**src/rtl/corr_pkg.sv**
```systemverilog
// Constants and state encoding shared by the correlator transmit and receive chains.
package corr_pkg;

    localparam int BARKER_LEN = 13;
    localparam logic [BARKER_LEN-1:0] BARKER13 = 13'b1111100110101;

    localparam int SYNC_LEN = 4;
    localparam logic [SYNC_LEN-1:0] SYNC_PREAMBLE = 4'b1110;

    localparam int DATA_BITS = 8;

    typedef enum logic [1:0] {
        ST_IDLE,
        ST_PRE,
        ST_DATA,
        ST_GAP
    } tx_state_t;

endpackage

```
**src/rtl/corr_chip_gen.sv**
```systemverilog
// Chip timing and spreading: divides clk into chips, walks the code and
// registers the spread chip, flagging chip and bit boundaries.
module corr_chip_gen
    import corr_pkg::*;
#(
    parameter int CODE_LEN = BARKER_LEN,
    parameter logic [CODE_LEN-1:0] CODE = BARKER13,
    parameter int CHIP_DIV = 16
) (
    input  logic clk,
    input  logic rst,
    input  logic enable,
    input  logic cur_bit,
    input  logic force_zero,
    output logic chip_out,
    output logic chip_end,
    output logic bit_end,
    output logic bit_start
);

    localparam int DW = $clog2(CHIP_DIV);
    localparam int CW = $clog2(CODE_LEN);

    logic [DW-1:0] div_ctr;
    logic [CW-1:0] chip_idx;
    logic [CODE_LEN-1:0] code_rev;

    // Reverse once so chip_idx indexes the code in transmit order.
    for (genvar i = 0; i < CODE_LEN; i++) begin : g_rev
        assign code_rev[i] = CODE[CODE_LEN-1-i];
    end

    assign chip_end  = enable && (div_ctr == DW'(CHIP_DIV - 1));
    assign bit_end   = chip_end && (chip_idx == CW'(CODE_LEN - 1));
    assign bit_start = enable && (div_ctr == '0) && (chip_idx == '0);

    always_ff @(posedge clk) begin
        if (!rst) begin
            div_ctr  <= '0;
            chip_idx <= '0;
            chip_out <= 1'b0;
        end else if (!enable) begin
            div_ctr  <= '0;
            chip_idx <= '0;
            chip_out <= 1'b0;
        end else begin
            div_ctr <= chip_end ? '0 : div_ctr + DW'(1);
            if (chip_end) begin
                chip_idx <= bit_end ? '0 : chip_idx + CW'(1);
            end
            chip_out <= force_zero ? 1'b0 : (code_rev[chip_idx] ~^ cur_bit);
        end
    end

endmodule

```
**src/rtl/corr_chip_tx.sv**
```systemverilog
// Byte-in, DSSS chip-out framer: preamble, LSB-first data, then a zero guard gap.
module corr_chip_tx
    import corr_pkg::*;
#(
    parameter int CODE_LEN = BARKER_LEN,
    parameter logic [CODE_LEN-1:0] CODE = BARKER13,
    parameter int CHIP_DIV = 16,
    parameter int PRE_LEN = SYNC_LEN,
    parameter logic [PRE_LEN-1:0] PREAMBLE = SYNC_PREAMBLE,
    parameter int GAP_CHIPS = 2
) (
    input  logic       clk,
    input  logic       rst,
    input  logic [7:0] data_in,
    input  logic       data_valid,
    output logic       data_ready,
    output logic       chip_out,
    output logic       busy,
    output logic       bit_strobe
);

    tx_state_t state, next_state;

    logic [7:0] shreg;
    logic [PRE_LEN-1:0] pre_sr;
    logic [7:0] bit_idx;
    logic take, cur_bit, chip_end, bit_end, bit_start;

    assign take    = data_valid && data_ready;
    assign cur_bit = (state == ST_PRE) ? pre_sr[PRE_LEN-1] : shreg[0];

    corr_chip_gen #(
        .CODE_LEN (CODE_LEN),
        .CODE     (CODE),
        .CHIP_DIV (CHIP_DIV)
    ) u_gen (
        .clk        (clk),
        .rst        (rst),
        .enable     (state != ST_IDLE),
        .cur_bit    (cur_bit),
        .force_zero (state == ST_GAP),
        .chip_out   (chip_out),
        .chip_end   (chip_end),
        .bit_end    (bit_end),
        .bit_start  (bit_start)
    );

    always_ff @(posedge clk) begin
        if (!rst) begin
            state <= ST_IDLE;
        end else begin
            state <= next_state;
        end
    end

    // In GAP, bit_idx counts guard chips instead of bits.
    always_comb begin
        next_state = state;
        unique case (state)
            ST_IDLE: if (take) next_state = ST_PRE;
            ST_PRE:  if (bit_end && bit_idx == 8'(PRE_LEN - 1)) next_state = ST_DATA;
            ST_DATA: if (bit_end && bit_idx == 8'(DATA_BITS - 1)) next_state = ST_GAP;
            ST_GAP:  if (chip_end && bit_idx == 8'(GAP_CHIPS - 1)) next_state = ST_IDLE;
            default: next_state = ST_IDLE;
        endcase
    end

    always_ff @(posedge clk) begin
        if (!rst) begin
            bit_idx    <= '0;
            shreg      <= '0;
            pre_sr     <= '0;
            data_ready <= 1'b0;
            busy       <= 1'b0;
            bit_strobe <= 1'b0;
        end else begin
            data_ready <= (next_state == ST_IDLE);
            busy       <= (next_state != ST_IDLE);
            bit_strobe <= bit_start && (state == ST_PRE || state == ST_DATA);
            if (next_state != state) begin
                bit_idx <= '0;
            end else if ((state == ST_GAP) ? chip_end : bit_end) begin
                bit_idx <= bit_idx + 8'd1;
            end
            if (take) begin
                shreg  <= data_in;
                pre_sr <= PREAMBLE;
            end else if (bit_end) begin
                if (state == ST_DATA) shreg <= shreg >> 1;
                if (state == ST_PRE) pre_sr <= pre_sr << 1;
            end
        end
    end

endmodule

```
**config.mk**
```make
export PLATFORM = sky130hd
export DESIGN_NAME = corr_chip_tx
export DESIGN_NICKNAME = d
export VERILOG_FILES = /design/src/rtl/corr_pkg.sv /design/src/rtl/corr_chip_gen.sv /design/src/rtl/corr_chip_tx.sv
export SDC_FILE = /design/constraint.sdc
export NUM_CORES = 1
export LEC_CHECK = 0
export CORE_ASPECT_RATIO = 1.4
export CORE_MARGIN = 2
export CORE_UTILIZATION = 40
export CTS_BUF_LIST = sky130_fd_sc_hd__clkbuf_4
export DETAILED_ROUTE_END_ITERATION = 6
export DONT_BUFFER_PORTS = 1
export GPL_TIMING_DRIVEN = 0
export MAX_ROUTING_LAYER = met4
export SYNTH_ARGS = -nofsm -noshare
export SYNTH_HDL_FRONTEND = slang
export SYNTH_SLANG_ARGS = --single-unit
```
**constraint.sdc**
```tcl
create_clock -name clk -period 4.4 [get_ports clk]
set_input_delay 1.32 -clock clk [delete_from_list [all_inputs] [get_ports clk]]
set_output_delay 1.32 -clock clk [all_outputs]
set_load 0.005 [all_outputs]
```
# Yosys cells after proc, flatten, opt, wreduce, memory -nomap -nowiden
# Memories as Yosys holds them, arrays and structs flattened. A register that Yosys moved wholly into a read port is not among the register bits.
# Cells that the tools add are included.
[op_classes]
mux = 17
add_sub_neg = 3
n_lt_le_gt_ge = 1
reduce_logical = 25
bitwise_logic = 3
n_eq_ne = 9
[ops]
columns = ["cell", "count"]
rows = [
  ["$mux 4", 6],
  ["$mux 8", 3],
  ["$reduce_bool 2->1", 5],
  ["$logic_and 1x1->1", 9],
  ["$add 4x1->4 const B", 2],
  ["$add 8x1->8 const B", 1],
  ["$eq 4x4->1 const B", 2],
  ["$eq 8x1->1 const B", 1],
  ["$eq 8x2->1 const B", 1],
  ["$eq 8x3->1 const B", 1],
  ["$logic_not 4->1", 2],
  ["$mux 2", 4],
  ["$pmux 2 s4", 1],
  ["$reduce_and 2->1", 3],
  ["$reduce_or 3->1", 2],
  ["$lt 4x5->1 const B", 1],
  ["$eq 2x2->1 const B", 2],
  ["$logic_not 2->1", 2],
  ["$mux 1", 3],
  ["$eq 2x1->1 const B", 1],
  ["$ne 2x2->1", 1],
  ["$not 1->1", 2],
  ["$reduce_or 2->1", 1],
  ["$logic_or 1x1->1", 1],
  ["$xnor 1x1->1", 1],
]
[totals]
input_bits = 11
ff_bits = 33
mem_count = 1
romBits = 16
out_inout_bits = 4
word_cells = 69
[mem_list]
columns = ["memory", "depth", "width", "read_ports", "rd_ports_with_merged_regs", "write_ports", "line", "source"]
rows = [
  ["(name not given)", 16, 1, 1, 1, 0, "corr_chip_gen.sv:51", "chip_out <= force_zero ? 1'b0 : (code_rev[chip_idx] ~^ cur_bit);"],
]

# Logic depth before layout (Yosys ltp)
[depth]
ltp_word = 8
depth_mapped = 10
mapped_depth_nobuf = 7

# Hierarchy
# From an unflattened synthesis, not the netlist that was laid out.
[unflattened]
cells_unflattened = 201
hier_area_um2 = 1739.2
[by_module_without_submodules]
columns = ["module", "cells_per_inst", "seq_area_each_um2", "area_each_um2", "n_inst"]
rows = [
  ["corr_chip_tx", 139, 480.5, 1202.4, 1],
  ["corr_chip_gen", 62, 200.2, 536.8, 1],
]

# Worst setup path after synthesis
# Ideal clock, no wire load.
[synth_path]
path_type = "input port to flip-flop"
startpoint = "input port data_valid"
endpoint = "register bit_idx[0]"
path_stages = 6
setup_ps = 73
arrival_time_ps = 2410
t_required_ps = 4327
slack_ps = 1916
path_buffers = 2
path_cell_list = "clkbuf_1 -> and3_1 -> a311oi_1 -> o21ba_1 -> buf_6 -> nor3_2"
[synth_via]
elab_chain_cells = 5
[synth_rtl]
columns = ["item", "line", "source"]
rows = [
  ["start: declaration", "corr_chip_tx.sv:15", "input logic data_valid,"],
  ["$logic_and 1x1->1", "corr_chip_tx.sv:29", "assign take = data_valid && data_ready;"],
  ["$mux 2", "corr_chip_tx.sv:60", "ST_IDLE: if (take) next_state = ST_PRE;"],
  ["$pmux 2 s4", "corr_chip_tx.sv:59", "unique case (state)"],
  ["$ne 2x2->1", "corr_chip_tx.sv:80", "if (next_state != state) begin"],
  ["$reduce_or 2->1 (no source line)", "n/a", ""],
  ["end signal: assignment", "corr_chip_tx.sv:83", "bit_idx <= bit_idx + 8'd1;"],
  ["end: declaration", "corr_chip_tx.sv:26", "logic [7:0] bit_idx;"],
]
# Every way passes these cells.
# A chain may end at the register's enable or synchronous reset.

# Worst setup path in the final report
[layout_path]
startpoint = "input port data_valid"
endpoint = "register bit_idx[5]"
# The elaborated chain is that of the path after synthesis.

==> results.cfg <==
[worst_hold_path]
holdPathEnd = pre_sr[1]$_SDFFE_PN0P_
min_path_type = reg2reg
hold_depth = 2
hp-start = pre_sr[1]$_SDFFE_PN0P_

[power]
ir_worst_vdd_uv = 232.5
intPower_uw = 527.2
p_sw_uw = 294.9
swShare_pct = 35.87
p_leak_uw = 0.0007295
power_frac_comb_pct = 35.6
power.density_nw_per_um2 = 418.0
power_uw = 822.1
p_clk_share_pct = 18.1
seqPwrFrac_pct = 46.3

[global_route]
grt_pass1_vias = 1341
grt_max_degree = 11
antenna_found_initial = 0
grt-ovfl-total = 0
grt_pass1_wl_um = 5968
grt_use_total_pct = 15.64

[floorplanning]
core_um2 = 4499
initial_core_util_pct = 41.07
die_h_um = 84.43
ios = 15
die_area_um2 = 5187
floorplan.rows = 29
die_w_um = 61.45

[clock_network]
post_cts.repair.setup_buffers = 0
cts_resized = 0
hold_buffers = 0
cts_buffer_depth = 2
tritoncts = yes
htreeDepth = 2
cts.clk_slew.worst_paths_ns = 0.10
clk_latency_ns = 0.32
clock-sinks = 34
clockRootBuffer = clkbuf_4
cts-buffers-inserted = 5

[timing]
rsz0062_at_grt = false
maxClockFrequency_ghz = 0.4224
tightest_slew_ns = 0.4287
setup_violations = 0
drv_slew = 0
slew_headroom_pct = 71.42
final.setup_skew_ns = 0.007022
setup_ws_ns = 2.033
fin_setup_tns_ns = 0
fin_crit_ns = 2.367
final-hold-violation-count = 0
finalCritPeriodShare_pct = 53.80

[place]
hpwl_um = 2696
io_buffers = 0
placed_cells = 267
place_ws_ns = 1.722
gp_congestion = 0.8601

[critical_path]
critPathLaunchType = primary input
reg2regPathDepth = 8
critPathCaptureType = flop
criticalPathCategory = in2reg
r2r_start = state[1]$_SDFF_PN0_
critPathMaxFanout = 10
r2r_end = bit_idx[5]$_SDFFE_PP0P_
critical_path_required_ns = 4.60
ff2ff_setup_slack_ns = 2.12
crit_arrival_ns = 2.57

[synthesis]
synth_edf_count = 0
syn_avg_cell_area_um2 = 9.015
synthCells = 205
ys_ff_latch = 34
yosys_warnings = 0
synthFlopType = dfxtp_1
syn-cell-area_um2 = 1848
synth_top_area_share_pct = 36.83
yosys.area.top_type = dfxtp_1
synth.top_cells.by_area = dfxtp_1 (37%), ha_1 (6.8%), nand3_1 (4.3%), nor3_2 (4.3%), nor2_1 (4.1%)
synth_nets = 226
ys_seq_area_share_pct = 36.83
async_flop_share_pct = 0
synth_cell_type_count = 47

[cells_and_area]
layout_common_cells = dfxtp_1 (34), nor2_1 (20), nand2_1 (18)
synthToLayoutAreaGrowth_pct = 6.432
n_fill_cell = 475
layout_commonest_cell = dfxtp_1
post-route-util_pct = 43.72
drive_above_1_share_pct = 12.80
diodes = 0
fin_cells = 273
fin_nets = 233

[flow_run]
maxCapViolations = 0

[detailed_routing]
final_antenna_net_count = 0
wl_per_cell_um = 13.12
wirelength_um = 3581
dr.pass1.iters = 4
via_count = 1456
drt_iter0_markers = 46
drc = 0
via_per_inst = 5.333

[outcome]
run_status = completed
-- state kept, by name, summed over array words and instances (netlist names), named ones only --
signal,cells
u_gen.chip_idx,4
u_gen.div_ctr,4
state,2
u_gen.chip_out,1
shreg,8
pre_sr,3
bit_strobe,1
data_ready,1
busy,1
bit_idx,8
-- stage by stage --
| stage | instance area [µm²] | hold slack [ns] |
|---|---|---|
| 2_1_floorplan | 1848 | 0.4296 |
| 3_3_place_gp | 1926 | 0.4475 |
| 3_5_place_dp | 1926 | 0.4528 |
| 4_1_cts | 1967 | 0.4678 |
| 5_1_grt | 1967 | 0.5045 |
| 6_report | 1967 | 0.4620 |
-- logic make-up after synthesis --
group	share of synthesized area (%)
simple gates	30.33
mux	2.167
buf+inv	5.551
xor+xnor	5.213
fa+ha+maj	6.770
flops	36.83
compound gates	13.13
-- critical path: stages --
cell	delay, ns
clkbuf_1	0.32
and3_1	0.27
o21ai_0	0.16
o211ai_4	0.41
nor3_2	0.08
-- how the worst max path moves through the flow --
stage | from | end | slack (ns) | cells after the start
global placement | data_valid | bit_idx[1]$_SDFFE_PP0P_ | 1.73 | 5
floorplan | data_valid | bit_idx[0]$_SDFFE_PP0P_ | 1.92 | 6
CTS | data_valid | bit_idx[5]$_SDFFE_PP0P_ | 2.08 | 5
detailed placement | data_valid | bit_idx[5]$_SDFFE_PP0P_ | 1.72 | 5
finish | data_valid | bit_idx[5]$_SDFFE_PP0P_ | 2.03 | 5
global route | state[1]$_SDFF_PN0_ | bit_idx[2]$_SDFFE_PP0P_ | 1.92 | 8
-- routing by layer --
| layer | up-vias | part of all wire (%) | GRT usage (%) |
|---|---|---|---|
| li1 | 747 | - | - |
| met1 | 685 | 43 | 18.32 |
| met2 | 17 | 52 | 24.85 |
| met3 | 7 | 2.5 | 3.698 |
| met4 | 0 | 1.9 | 6.770 |
| met5 | - | 0 | - |
-- area by class of cell --
cell class | instances | area, µm² | share of cell area [%]
Tap cell | 62 | 77.57 | 3.944
Multi-Input combinational cell | 151 | 1065 | 54.13
Sequential cell | 34 | 680.7 | 34.61
Inverter | 11 | 41.29 | 2.099
Buffer | 9 | 61.31 | 3.117
Clock inverter | 1 | 3.754 | 0.1908
Clock buffer | 5 | 37.54 | 1.908
-- power groups by stage --
stage	Clock (µW)	Sequential [µW]	Combinational, µW
after CTS	160	382	297
after global routing	169	388	326
after floorplan	0	380	243
after detailed placement	0	389	295
after global placement	0	389	295
final	149	381	293
-- synthesized netlist by cell type, types with 2 or more instances --
master	n
ha_1	10
a311oi_1	7
clkbuf_1	4
inv_1	11
o21ai_0	3
buf_6	3
dfxtp_1	34
a21oi_1	7
xnor2_1	7
nand4_1	2
nor2_1	20
nand2_1	18
and2_1	3
o21ai_1	3
mux2i_1	4
a31oi_1	2
nand3_1	16
or3_4	2
o211a_1	2
nand2b_1	2
or3_1	3
nor3_2	8
nor3_1	3
xor2_1	4
and3_1	5
Note: power is estimated with default switching activity, not from simulation.
